[src/rtl/pipe_ctrl_if.sv]
// Decode-side sequencer bus: instruction classification inputs, memory handshake
// and the pipeline control strobes driven back toward fetch/decode/execute.
interface pipe_ctrl_if #(
   parameter int unsigned CNT_W = 16
);
   logic [15:0]      i_ir;
   logic             i_ir_valid;
   logic             i_cond_pass;
   logic             i_mem_ready;
   logic             o_stall;
   logic             o_flush;
   logic             o_pc_we;
   logic             o_mem_req;
   logic             o_mem_we;
   logic             o_rf_we;
   logic             o_flags_we;
   logic             o_err;
   logic [2:0]       o_state;
   logic [CNT_W-1:0] o_retired;

   modport master (
      output i_ir, i_ir_valid, i_cond_pass, i_mem_ready,
      input  o_stall, o_flush, o_pc_we, o_mem_req, o_mem_we,
             o_rf_we, o_flags_we, o_err, o_state, o_retired
   );

   modport slave (
      input  i_ir, i_ir_valid, i_cond_pass, i_mem_ready,
      output o_stall, o_flush, o_pc_we, o_mem_req, o_mem_we,
             o_rf_we, o_flags_we, o_err, o_state, o_retired
   );
endinterface

[src/rtl/pipe_ctrl.sv]
// Central pipeline sequencer: classifies the decode word and sequences memory
// waits, branch flushes and write strobes for the 16-bit Thumb-subset core.
module pipe_ctrl #(
   parameter int unsigned MEM_TIMEOUT  = 16,
   parameter int unsigned FLUSH_CYCLES = 2,
   parameter int unsigned CNT_W        = 16
) (
   input  logic         clk,
   input  logic         rst,
   pipe_ctrl_if.slave   bus
);

   typedef enum logic [2:0] {
      S_IDLE  = 3'd0,
      S_RUN   = 3'd1,
      S_MEM   = 3'd2,
      S_BR    = 3'd3,
      S_FLUSH = 3'd4,
      S_ERR   = 3'd5
   } state_t;

   typedef enum logic [2:0] {
      C_ALU, C_CMP, C_LD, C_ST, C_BR, C_UND
   } cls_t;

   state_t           r_state;
   logic [7:0]       r_tmo;
   logic [2:0]       r_fcnt;
   logic             r_is_ld;
   logic             r_mem_req;
   logic             r_mem_we;
   logic             r_rf_we;
   logic             r_flags_we;
   logic             r_pc_we;
   logic             r_flush;
   logic             r_err;
   logic [CNT_W-1:0] r_retired;
   cls_t             w_cls;
   logic             w_unused_ir;

   assign w_unused_ir = ^bus.i_ir[6:0];

   always_comb begin
      w_cls = C_UND;
      casez (bus.i_ir[15:7])
         9'b0001110??: w_cls = C_ALU;   // ADD
         9'b101100001: w_cls = C_ALU;   // SUB SP
         9'b00100????: w_cls = C_ALU;   // MOV imm
         9'b01000110?: w_cls = C_ALU;   // MOV reg
         9'b01101????: w_cls = C_LD;
         9'b01100????: w_cls = C_ST;
         9'b1101?????: w_cls = C_BR;
         9'b00101????: w_cls = C_CMP;
         default:      w_cls = C_UND;
      endcase
   end

   always_ff @(posedge clk or negedge rst) begin
      if (!rst) begin
         r_state    <= S_IDLE;
         r_tmo      <= '0;
         r_fcnt     <= '0;
         r_is_ld    <= 1'b0;
         r_mem_req  <= 1'b0;
         r_mem_we   <= 1'b0;
         r_rf_we    <= 1'b0;
         r_flags_we <= 1'b0;
         r_pc_we    <= 1'b0;
         r_flush    <= 1'b0;
         r_err      <= 1'b0;
         r_retired  <= '0;
      end else begin
         r_rf_we    <= 1'b0;
         r_flags_we <= 1'b0;
         r_pc_we    <= 1'b0;
         case (r_state)
            S_IDLE: r_state <= S_RUN;
            S_RUN: begin
               if (bus.i_ir_valid) begin
                  case (w_cls)
                     C_ALU: begin
                        r_rf_we   <= 1'b1;
                        r_retired <= r_retired + CNT_W'(1);
                     end
                     C_CMP: begin
                        r_flags_we <= 1'b1;
                        r_retired  <= r_retired + CNT_W'(1);
                     end
                     C_LD, C_ST: begin
                        r_state   <= S_MEM;
                        r_mem_req <= 1'b1;
                        r_mem_we  <= (w_cls == C_ST);
                        r_is_ld   <= (w_cls == C_LD);
                        r_tmo     <= '0;
                     end
                     C_BR: r_state <= S_BR;
                     default: begin
                        r_state <= S_ERR;
                        r_err   <= 1'b1;
                     end
                  endcase
               end
            end
            S_MEM: begin
               // Ready is checked first so a late acknowledge still beats the timeout.
               if (bus.i_mem_ready) begin
                  r_mem_req <= 1'b0;
                  r_mem_we  <= 1'b0;
                  r_rf_we   <= r_is_ld;
                  r_retired <= r_retired + CNT_W'(1);
                  r_state   <= S_RUN;
               end else if (r_tmo == 8'(MEM_TIMEOUT - 1)) begin
                  r_mem_req <= 1'b0;
                  r_mem_we  <= 1'b0;
                  r_err     <= 1'b1;
                  r_state   <= S_ERR;
               end else begin
                  r_tmo <= r_tmo + 8'd1;
               end
            end
            S_BR: begin
               r_retired <= r_retired + CNT_W'(1);
               if (bus.i_cond_pass) begin
                  r_pc_we <= 1'b1;
                  r_flush <= 1'b1;
                  r_fcnt  <= 3'(FLUSH_CYCLES - 1);
                  r_state <= S_FLUSH;
               end else begin
                  r_state <= S_RUN;
               end
            end
            S_FLUSH: begin
               if (r_fcnt == 3'd0) begin
                  r_flush <= 1'b0;
                  r_state <= S_RUN;
               end else begin
                  r_fcnt <= r_fcnt - 3'd1;
               end
            end
            S_ERR: begin
               r_err     <= 1'b1;
               r_mem_req <= 1'b0;
               r_mem_we  <= 1'b0;
               r_flush   <= 1'b0;
            end
            default: begin
               r_state <= S_ERR;
               r_err   <= 1'b1;
            end
         endcase
      end
   end

   assign bus.o_stall    = (r_state != S_RUN);
   assign bus.o_flush    = r_flush;
   assign bus.o_pc_we    = r_pc_we;
   assign bus.o_mem_req  = r_mem_req;
   assign bus.o_mem_we   = r_mem_we;
   assign bus.o_rf_we    = r_rf_we;
   assign bus.o_flags_we = r_flags_we;
   assign bus.o_err      = r_err;
   assign bus.o_state    = r_state;
   assign bus.o_retired  = r_retired;

endmodule

[src/flat_wrapper.sv]
// flat-port wrapper written by rule: the top's interface ports become plain ports
module pipe_ctrl_flat 
#(
   parameter int unsigned MEM_TIMEOUT  = 16,
   parameter int unsigned FLUSH_CYCLES = 2,
   parameter int unsigned CNT_W        = 16
)
  (clk, rst, bus_i_ir, bus_i_ir_valid, bus_i_cond_pass, bus_i_mem_ready, bus_o_stall, bus_o_flush, bus_o_pc_we, bus_o_mem_req, bus_o_mem_we, bus_o_rf_we, bus_o_flags_we, bus_o_err, bus_o_state, bus_o_retired);
  pipe_ctrl_if #(.CNT_W(CNT_W)) bus_i ();
  input  logic clk;
  input  logic rst;
  input wire logic [$bits(bus_i.i_ir)-1:0] bus_i_ir;
  input wire logic [$bits(bus_i.i_ir_valid)-1:0] bus_i_ir_valid;
  input wire logic [$bits(bus_i.i_cond_pass)-1:0] bus_i_cond_pass;
  input wire logic [$bits(bus_i.i_mem_ready)-1:0] bus_i_mem_ready;
  output wire logic [$bits(bus_i.o_stall)-1:0] bus_o_stall;
  output wire logic [$bits(bus_i.o_flush)-1:0] bus_o_flush;
  output wire logic [$bits(bus_i.o_pc_we)-1:0] bus_o_pc_we;
  output wire logic [$bits(bus_i.o_mem_req)-1:0] bus_o_mem_req;
  output wire logic [$bits(bus_i.o_mem_we)-1:0] bus_o_mem_we;
  output wire logic [$bits(bus_i.o_rf_we)-1:0] bus_o_rf_we;
  output wire logic [$bits(bus_i.o_flags_we)-1:0] bus_o_flags_we;
  output wire logic [$bits(bus_i.o_err)-1:0] bus_o_err;
  output wire logic [$bits(bus_i.o_state)-1:0] bus_o_state;
  output wire logic [$bits(bus_i.o_retired)-1:0] bus_o_retired;
  assign bus_i.i_ir = bus_i_ir;
  assign bus_i.i_ir_valid = bus_i_ir_valid;
  assign bus_i.i_cond_pass = bus_i_cond_pass;
  assign bus_i.i_mem_ready = bus_i_mem_ready;
  assign bus_o_stall = bus_i.o_stall;
  assign bus_o_flush = bus_i.o_flush;
  assign bus_o_pc_we = bus_i.o_pc_we;
  assign bus_o_mem_req = bus_i.o_mem_req;
  assign bus_o_mem_we = bus_i.o_mem_we;
  assign bus_o_rf_we = bus_i.o_rf_we;
  assign bus_o_flags_we = bus_i.o_flags_we;
  assign bus_o_err = bus_i.o_err;
  assign bus_o_state = bus_i.o_state;
  assign bus_o_retired = bus_i.o_retired;
  pipe_ctrl #(.MEM_TIMEOUT(MEM_TIMEOUT), .FLUSH_CYCLES(FLUSH_CYCLES), .CNT_W(CNT_W)) u_core (.clk(clk), .rst(rst), .bus(bus_i));
endmodule
[config.mk]
export PLATFORM = sky130hd
export DESIGN_NAME = pipe_ctrl_flat
export DESIGN_NICKNAME = d
export VERILOG_FILES = /design/src/rtl/pipe_ctrl_if.sv /design/src/rtl/pipe_ctrl.sv /design/src/flat_wrapper.sv
export SDC_FILE = /design/constraint.sdc
export NUM_CORES = 1
export LEC_CHECK = 0
export CORE_ASPECT_RATIO = 0.7
export CORE_MARGIN = 3
export CORE_UTILIZATION = 54
export CTS_CLUSTER_DIAMETER = 40
export DETAILED_ROUTE_END_ITERATION = 8
export PLACE_DENSITY = 0.85
export SETUP_SLACK_MARGIN = 0.5
export SYNTH_ARGS = -nofsm -noshare
export SYNTH_HDL_FRONTEND = slang
export SYNTH_SLANG_ARGS = --single-unit
export TNS_END_PERCENT = 100
[constraint.sdc]
create_clock -name clk -period 4.9 [get_ports clk]
set_clock_uncertainty 0.15 [all_clocks]
set_input_delay 1.47 -clock clk [delete_from_list [all_inputs] [get_ports clk]]
set_output_delay 1.47 -clock clk [all_outputs]
set_load 0.1 [all_outputs]
==> qor.csv <==
stage;metric;value;unit
yosys;post-synth top area share;0.451;
yosys;Async SR Flop Fraction;1.00;
pwr;Flop pwr share;0.526;
critical_path;CP delay by family, top;buffers and inverters;
routing;Starting DRT DRC Count;73;
floorplan;core area;3630;um2
pwr;sw power;163;uW
pwr;maximum vdd drop;0.000136;V
clock_network;CTS sink count;38;
layout;diode count;0;
sta;Hold WS;0.319;ns
yosys;cells after synthesis;207;
yosys;synthesized area per cell;10.2;um2
sta;setup violators final;0;
pwr;Pint;464;uW
pwr;sw frac;0.260;
routing;TritonRoute pass-1 iters;4;
sta;worst-margin pin slew;0.974;ns
floorplan;IO Count;48;
grt;pin count of the biggest net entering global routing;39;
critical_path;Worst R2R Path Depth;5;
grt;GRT Resource Usage Total;0.213;
placement;dpl hpwl;3260;um
routing;routed wire length;4450;um
job;Max Cap Viol;0;
critical_path;CP peak stage delay;1.22;ns
floorplan;die area;4700;um2
hold_path;Worst Hold Class;flop to flop;
yosys;EDFF count, synth;0;
yosys;Seq/Total Area, Yosys;0.451;
placement;Worst Setup Slack post-DPL;0.935;ns
routing;drc violations;0;
clock_network;postcts setup bufs;0;
layout;share of cells above drive strength 1;0.126;
floorplan;die height;58.3;um
yosys;Post-synth top flop;dfrtp_1;
routing;via count;1692;
sta;final hold violations;0;
clock_network;Num CTS Buffers;5;
pwr;logic gate share of total power;0.109;
yosys;post-synthesis register bit count;38;
routing;Via density;5.70;
yosys;syn nets;232;
clock_network;clk slew on worst S/H paths;0.08;ns
critical_path;crit path DAT;2.14;ns
floorplan;DIE WIDTH;80.7;um
sta;fmax;266;MHz
clock_network;TritonCTS clock tree;yes;
pwr;Clock power frac;0.364;
critical_path;worst path bufs/invs;1;
critical_path;FF-to-FF Start;u_core.bus.o_state[0];
floorplan;Initial Util;0.581;
yosys;count of different cell masters after synthesis;55;
hold_path;worst hold path depth;1;
yosys;YS warnings;0;
pwr;Overall Power;628;uW
placement;GPL Wtd Cong;0.822;
clock_network;clk buf depth;2;
routing;Antenna Nets Post-Route;0;
clock_network;clk_lat worst skew;0.29;ns
critical_path;CP max stage cell;clkdlybuf4s50_1;
grt;first-pass GRT wire length;7600;um
critical_path;crit-path max FO;13;
status;status;finished clean;
routing;drt wl/cell;15.0;um
sta;min cycle time layout;3.76;ns
critical_path;critical path class;flop to output pin;
hold_path;Min-Delay Startpoint;u_core.bus.o_retired[15];
yosys;top post-synthesis cells by area;dfrtp_1 45%, xor2_1 5.8%, o21ai_0 3.6%, nand2_1 3.4%, nor2_1 3.0%;
sta;RSZ-0062 raised after global routing;false;
floorplan;num rows;18;
grt;initial antenna violation count;0;
grt;vias in the first global route;1658;
clock_network;Clk Tree Root Cell;clkbuf_8;
sta;Final WS setup;1.14;ns
clock_network;cts hold-fix bufs;0;
sta;setup TNS;0;ns
yosys;Synth Cell Area;2110;um2
yosys;Synth area leader;dfrtp_1;
layout;Post-layout nets;271;
critical_path;critical path launch point type;flop;
critical_path;CP startpoint;u_core.bus.o_state[0];
sta;Final period util;0.768;
critical_path;CP Data Required Time;3.28;ns
pwr;Pleak;0.00118;uW
sta;Slew Limit Headroom;0.349;
critical_path;CP cell instances;clkdlybuf4s50_1;
layout;area grow syn2layout;22.8;%
critical_path;crit end category;output pin;
sta;Final Max Slew Viols;0;
grt;GRT overflow;0;
clock_network;# resized after CTS;0;
clock_network;Max H-tree Level;2;
placement;Port Buffer Count;40;
pwr;Pwr Density;242;nW/um2
critical_path;critical path depth in cells;1;
## per-stage QoR
stage,instance area (um2),utilization,cells
4_1_cts,2590,0.714,297
3_3_place_gp,2490,0.688,289
2_1_floorplan,2110,-,207
5_1_grt,2590,0.714,297
6_report,2590,0.714,297
3_5_place_dp,2490,0.688,289
## layer usage
metal / up-vias / wire [um] / global-route usage
met5: - / 0 / 0
met4: 0 / 101 / 0.0916
met3: 13 / 282 / 0.0652
met2: 60 / 2040 / 0.327
met1: 808 / 2030 / 0.282
li1: 811 / - / -
## cell type report
type | instances | area, um2
clock buffers | 6 | 82.6
clock inverters | 2 | 12.5
fillers | 286 | 1040
inverters | 9 | 33.8
multi-input cells | 152 | 1050
flip-flops and latches | 38 | 951
well taps | 50 | 62.6
repair buffers | 40 | 393
## cells in the mapped netlist, types with 4 or more instances
master,instances
dfrtp_1,38
ha_1,4
a21oi_1,4
xnor2_1,4
nand2_1,19
xor2_1,14
nor2_1,17
buf_6,4
nor3_1,9
and3_1,4
o21ai_0,15
inv_1,9
nand3_1,9
## power groups by stage
stage / Sequential [uW] / Combinational [uW] / Clock [uW]
2_1_floorplan: 338 / 40.5 / 0
3_3_place_gp: 336 / 66.9 / 0
3_5_place_dp: 336 / 70.3 / 0
4_1_cts: 330 / 70.0 / 232
5_1_grt: 331 / 76.1 / 249
6_report: 330 / 68.7 / 229
## path summary, 6_finish.rpt
kind | to | slack, ns
hold / removal | u_core.bus.o_retired[15] | 0.32
hold reg to reg | u_core.bus.o_retired[15] | 0.32
min in group asynchronous | u_core.bus.o_pc_we | 1.12
max in group asynchronous | u_core.r_tmo[7] | 2.97
setup / recovery | bus_o_state[0] | 1.14
setup reg to reg | u_core.bus.o_retired[1] | 2.32
## registers in the layout, summed over array words and instances, names as in the netlist
register and count:
u_core.bus.o_retired 16, u_core.r_tmo 8, u_core.bus.o_state 3, u_core.r_fcnt 3, u_core.bus.o_err 1, u_core.bus.o_flags_we 1, u_core.bus.o_flush 1, u_core.bus.o_mem_req 1
u_core.bus.o_mem_we 1, u_core.bus.o_pc_we 1, u_core.bus.o_rf_we 1, u_core.r_is_ld 1
## kinds of logic (layout without fill, tap and decap cells)
group,count (synthesis),in the layout,synth area share
simple gates,89,89,0.259
flops,38,38,0.451
compound gates,37,37,0.122
xor+xnor,18,18,0.0748
buf+inv,17,57,0.0487
fa+ha+maj,4,4,0.0237
mux,4,4,0.0202
## placed cells by master, fill, tap and decap left out, types with 2 or more instances in the layout
| cell type | netlist | final |
|---|---|---|
| and2b_2 | 2 | 2 |
| nor2_1 | 17 | 17 |
| nand4_1 | 3 | 3 |
| dfrtp_1 | 38 | 38 |
| xnor2_1 | 4 | 4 |
| nor3b_2 | 3 | 3 |
| inv_1 | 9 | 9 |
| mux2_2 | 2 | 2 |
| a31oi_1 | 2 | 2 |
| o22ai_1 | 2 | 2 |
| o21ai_0 | 15 | 15 |
| nand3_1 | 9 | 9 |
| ha_1 | 4 | 4 |
| nand2b_1 | 3 | 3 |
| clkbuf_8 | 0 | 6 |
| xor2_1 | 14 | 14 |
| nor4b_4 | 2 | 2 |
| mux2i_1 | 2 | 2 |
| clkdlybuf4s50_1 | 0 | 38 |
| nor4_1 | 3 | 3 |
| and3_1 | 4 | 4 |
| nor3_1 | 9 | 9 |
| a21oi_1 | 4 | 4 |
| nand2_1 | 19 | 19 |
No activity file was read; power rests on OpenSTA's default activity.
